**config.mk**
```make
export PLATFORM = sky130hd
export DESIGN_NAME = fib_step
export DESIGN_NICKNAME = d
export VERILOG_FILES = /design/src/rtl/fib_chk_pkg.sv /design/src/rtl/fib_step.sv
export SDC_FILE = /design/constraint.sdc
export NUM_CORES = 1
export LEC_CHECK = 0
export ABC_AREA = 1
export CORE_MARGIN = 8
export CORE_UTILIZATION = 44
export DETAILED_ROUTE_END_ITERATION = 10
export GPL_TIMING_DRIVEN = 0
export PLACE_DENSITY_LB_ADDON = 0.3
export SKIP_LAST_GASP = 1
export SYNTH_ARGS = -nofsm -noshare
export SYNTH_HDL_FRONTEND = slang
export SYNTH_SLANG_ARGS = --single-unit
```
**constraint.sdc**
```tcl
create_clock -name vclk -period 5.75
set_input_delay 1.15 -clock vclk [all_inputs]
set_output_delay 1.15 -clock vclk [all_outputs]
set_load 0.01 [all_outputs]
```
**src/rtl/fib_chk_pkg.sv**
```systemverilog
// Shared constants and state encodings for the Fibonacci trace checker.
package fib_chk_pkg;

  localparam int FIB_W_DEF   = 11;
  localparam int ERR_CNT_W   = 8;
  localparam int MATCH_CNT_W = 16;
  localparam int COV_CNT_W   = 16;

  typedef logic [1:0] fib_state_t;

  localparam fib_state_t ST_IDLE  = 2'd0;
  localparam fib_state_t ST_SEED  = 2'd1;
  localparam fib_state_t ST_TRACK = 2'd2;
  localparam fib_state_t ST_FAIL  = 2'd3;

endpackage

```
**src/rtl/fib_step.sv**
```systemverilog
// One step of the observed generator: advance (x, y) when selector is set, else hold.
module fib_step
  import fib_chk_pkg::*;
#(
  parameter int W = FIB_W_DEF
) (
  input  logic [W-1:0] x,
  input  logic [W-1:0] y,
  input  logic         selector,
  output logic [W-1:0] pred_x,
  output logic [W-1:0] pred_y
);

  // Sum is deliberately W bits wide: the carry out is dropped (mod 2^W).
  logic [W-1:0] sum;

  assign sum    = x + y;
  assign pred_x = selector ? y   : x;
  assign pred_y = selector ? sum : y;

endmodule

```
==> results.txt, run 1 <==
Outcome - complete, no violations
Area of the multi-input gates - 717 sq um
Layout fillers - 156
Dpl ws - 1.09 ns
WP data arrival - 3.51 ns
Die Width - 58.9 um
Syn Std Cell Area - 811 sq um
Hold Crit Class - in -> out
Syn-to-layout area delta - 59.4%
Syn Area/Cell - 4.85 sq um
First-pass GRT wire length - 4590 um
Slowest Stage Delay on Critical Path - 0.55 ns
Drt first pass iters - 4
Syn nets - 201
DR WL/cell - 10.8 um
Area leader, netlist - nand2_1
Relative slew slack - 0.828
Routed Antenna Nets - 0
Largest net degree at the start of global routing - 11
Most frequent cell after synthesis - nand2_1
Crit path kind - in -> out
Maximum vdd drop - 0.0603 mV
Leakage - 0.700 nW
Commonest cells in the netlist - nand2_1 (91), inv_1 (19), nand3_1 (13)
Final hold viol count - 0
GP Congestion - 0.881
Cell variety after synth - 16
Vias in the first global route - 1128
YS warnings - 0
Instance count on the critical path - 12
End point of the worst hold path - pred_x[4]
WP data required - 4.60 ns
Max-slew violations - 0
CTS Hold Bufs - 0
Starting Density - 0.470
Die Area - 3470 sq um
Startpoint Class - input port
Crit-path slowest cell - clkdlybuf4s50_1
Period minus WS final - 4.66 ns
Die height - 58.9 um
Critical-path maximum fanout - 4
Setup crit end kind - output pin
Yosys top cell area share - 0.421
Cells after Synth - 167
PwrDens - 102 nW/um^2
Worst slew pin tran - 0.258 ns
Port bufs - 45
Seq cells - 0
RSZ-0062 raised after global routing - no
Final WS setup - 1.09 ns
GRT Overall Usage - 0.156
Kind of cell adding the most delay to the critical path - buffers and inverters
CP Cell Sequence - clkdlybuf4s50_1 > ha_1 > inv_1 > fa_1 > inv_1 > nand3_1 > nand3_1 > nand2_1 > nand2_1 > nor2_1 > o21ai_1 > clkdlybuf4s50_1
Register area share after synthesis - 0
HPWL after detailed placement - 2210 um
Core Util, Final - 0.749
Layout cells sized above 1 - 0.0283
Routed WL - 2570 um
Post-CTS setup repair buffer count - 0
Via count - 1160
Sequential Area - 0 sq um
Post-layout nets - 248
Worst Path Buf+Inv - 4
Core box area - 1730 sq um
Final period util - 0.810
Final-report setup violation count - 0
Antenna violations before repair - 0
Grt total ovfl - 0
Max-cap violations - 0
Num ports - 45
Synth top area cells - nand2_1 (42%), ha_1 (15%), inv_1 (8.8%)
Hold Path Cell Cnt - 4
Setup_tns - 0 ns
DR DRC count - 0
Drt via density - 4.89
Rows - 15
Clock buffers - 0
Min-delay src - x[4]
CTS resizes - 0
Max Clk Rate - 0.215 GHz
Antenna diode count - 0
Initial DRC count - 29
Non-Filler Instances - 237
Dpl cells - 237
[how the worst max path moves through the flow]
| stage | startpoint | endpoint | slack [ns] |
|---|---|---|---|
| 5_1_grt | y[0] | pred_y[6] | 0.87 |
| 3_3_place_gp | y[0] | pred_y[6] | 1.11 |
| 4_1_cts | y[0] | pred_y[6] | 1.09 |
| 2_1_floorplan | y[0] | pred_y[6] | 2.24 |
| 6_report | y[0] | pred_y[6] | 1.09 |
| 3_5_place_dp | y[0] | pred_y[6] | 1.09 |
[per-layer routing]
layer | track usage | wire (um) | vias up
li1 | - | - | 616
met1 | 0.169 | 1080 | 505
met2 | 0.301 | 1280 | 37
met3 | 0.0326 | 190 | 2
met4 | 0.0239 | 18 | 0
met5 | 0 | 0 | -
[final cells by class]
| cell class | instances | area share |
|---|---|---|
| Inverter | 19 | 0.0552 |
| Buffer | 4 | 0.0174 |
| Multi-Input combinational cell | 144 | 0.555 |
| Tap cell | 25 | 0.0242 |
| Timing Repair Buffer | 45 | 0.348 |
[through the flow]
step | instance area (sq um) | total power [W] | hold WS [ns]
floorplan | 811 | 0.0000699 | 2.42
global placement | 1290 | 0.000128 | 3.30
detailed placement | 1290 | 0.000132 | 3.31
CTS | 1290 | 0.000132 | 3.31
global route | 1290 | 0.000147 | 3.34
finish | 1290 | 0.000131 | 3.31
[cells by family after synthesis]
| logic type | synth area share |
|---|---|
| xor gates and xnor gates | 0.0324 |
| buffers and inverters | 0.116 |
| AOI/OAI and AO/OA | 0.0957 |
| and+or+nand+nor | 0.577 |
| adders and majority gates | 0.179 |
[cell usage in the layout (no fill, tap or decap)]
cell type         n
nand2_1          91
buf_4             1
inv_1            19
fa_1              1
nand4_1           2
ha_1             10
o21ai_1           2
nand3b_1          1
xnor2_1           3
buf_2             3
o21ai_0           4
nand3_1          13
nor2_1           11
clkdlybuf4s50_1  45
a21oi_2           1
o21bai_4          1
a21oi_1           4
[power breakdown]
part / total [W] / switching, W / internal [W]
Combinational: 0.000131 / 0.0000641 / 0.0000672
Clock: 0 / 0 / 0
Sequential: 0 / 0 / 0
Total: 0.000131 / 0.0000641 / 0.0000672
Power figures use the tool's default switching activity.
==> run 2: changes to the inputs <==
--- a/config.mk
+++ b/config.mk
@@ -7,7 +7,7 @@
 export LEC_CHECK = 0
 export ABC_AREA = 1
 export CORE_MARGIN = 8
-export CORE_UTILIZATION = 44
+export CORE_UTILIZATION = 37
 export DETAILED_ROUTE_END_ITERATION = 10
 export GPL_TIMING_DRIVEN = 0
 export PLACE_DENSITY_LB_ADDON = 0.3
==> constraint.sdc (replaced) <==
create_clock -name vclk -period 4.1
set_input_delay 0.82 -clock vclk [all_inputs]
set_output_delay 0.82 -clock vclk [all_outputs]
set_load 0.01 [all_outputs]
==> results.txt, run 2 (synthesis gave the netlist of run 1 again) <==
Final period util - 0.954
WP data required - 3.28 ns
Largest net degree at the start of global routing - 11
Most frequent cells in the layout - nand2_1 (91), clkdlybuf4s50_1 (43), inv_1 (18)
Crit path kind - in -> out
Starting Density - 0.377
Sequential Area - 0 sq um
RSZ-0062 raised after global routing - no
Routed Antenna Nets - 0
Port bufs - 45
Layout fillers - 215
Setup crit end kind - output pin
Critical-path maximum fanout - 4
Num ports - 45
Max Clk Rate - 0.256 GHz
Worst slew pin tran - 0.238 ns
Period minus WS final - 3.91 ns
GP Congestion - 0.853
DR WL/cell - 11.5 um
Antenna violations before repair - 0
Maximum vdd drop - 0.0853 mV
Routed WL - 2760 um
Syn-to-layout area delta - 61.1%
Via count - 1155
Drt first pass iters - 4
Rows - 17
HPWL after detailed placement - 2290 um
Initial DRC count - 48
Clock buffers - 0
Area of the multi-input gates - 722 sq um
First-pass GRT wire length - 4610 um
Final hold viol count - 0
Grt total ovfl - 0
Final-report setup violation count - 0
GRT Overall Usage - 0.130
Outcome - complete, no violations
Leakage - 0.723 nW
Setup_tns - 0 ns
Post-CTS setup repair buffer count - 0
Vias in the first global route - 1088
Post-layout nets - 248
Drt via density - 4.81
Total Power - 0.000185 W
Max-slew violations - 0
Die Width - 62.8 um
Commonest non-fill, non-tap cell in the layout - nand2_1
Seq cells - 0
Die Area - 3950 sq um
Core box area - 2150 sq um
Startpoint Class - input port
Hold Crit Class - in -> out
WP data arrival - 3.09 ns
Relative slew slack - 0.841
Die height - 62.8 um
Antenna diode count - 0
DR DRC count - 0
Layout cells sized above 1 - 0.0377
CTS Hold Bufs - 0
Max-cap violations - 0
CTS resizes - 0
PwrDens - 142 nW/um^2
==> run 2: cell count changes in the layout (fill, tap and decap cells not counted) <==
| cell | delta |
|---|---|
| nand3_1 | -1 |
| nand3_2 | +1 |
| inv_1 | -1 |
| inv_2 | +1 |
| dlymetal6s2s_1 | +2 |
| clkdlybuf4s50_1 | -2 |
==> run 2: layout make-up <==
type / count / share of cell area
tap: 28 / 0.0268
timing repair buffer: 45 / 0.349
inverter: 19 / 0.0546
buffer: 4 / 0.0172
multi-input combinational: 144 / 0.553
==> run 2: where the power goes <==
part | switching, W | internal (W) | total (W)
combinational | 0.0000910 | 0.0000942 | 0.000185
clock | 0 | 0 | 0
sequential | 0 | 0 | 0
==> run 2: critical path: stages <==
cell             delay, ns
clkdlybuf4s50_1       0.51
ha_1                  0.19
inv_1                 0.10
fa_1                  0.39
inv_2                 0.09
nand3_1               0.08
nand3_2               0.10
nand2_1               0.07
nand3b_1              0.08
nand3_1               0.07
nand2_1               0.06
clkdlybuf4s50_1       0.53
==> run 2: worst paths after layout <==
path	startpoint	to	slack, ns	cells past startpoint
setup / recovery	y[0]	pred_y[8]	0.19	12
hold / removal	y[6]	pred_y[6]	2.38	4
==> run 2: through the flow <==
stage,utilization,hold WS [ns],setup slack [ns],cells,instance area [sq um]
floorplan,-,1.76,1.25,167,811
global placement,0.603,2.64,0.114,240,1300
detailed placement,0.603,2.65,0.0719,240,1300
CTS,0.603,2.65,0.0650,240,1300
global route,0.608,2.43,0.00805,240,1310
finish,0.608,2.38,0.187,240,1310
==> run 2: layer usage <==
| layer | vias to the layer above | track usage | part of all wire | wire [um] |
|---|---|---|---|---|
| li1 | 614 | - | - | - |
| met2 | 34 | 0.248 | 0.49 | 1360 |
| met1 | 507 | 0.151 | 0.46 | 1280 |
| met3 | 0 | 0.0179 | 0.041 | 114 |
| met4 | 0 | 0.0142 | 0 | 0 |
| met5 | - | 0 | 0 | 0 |
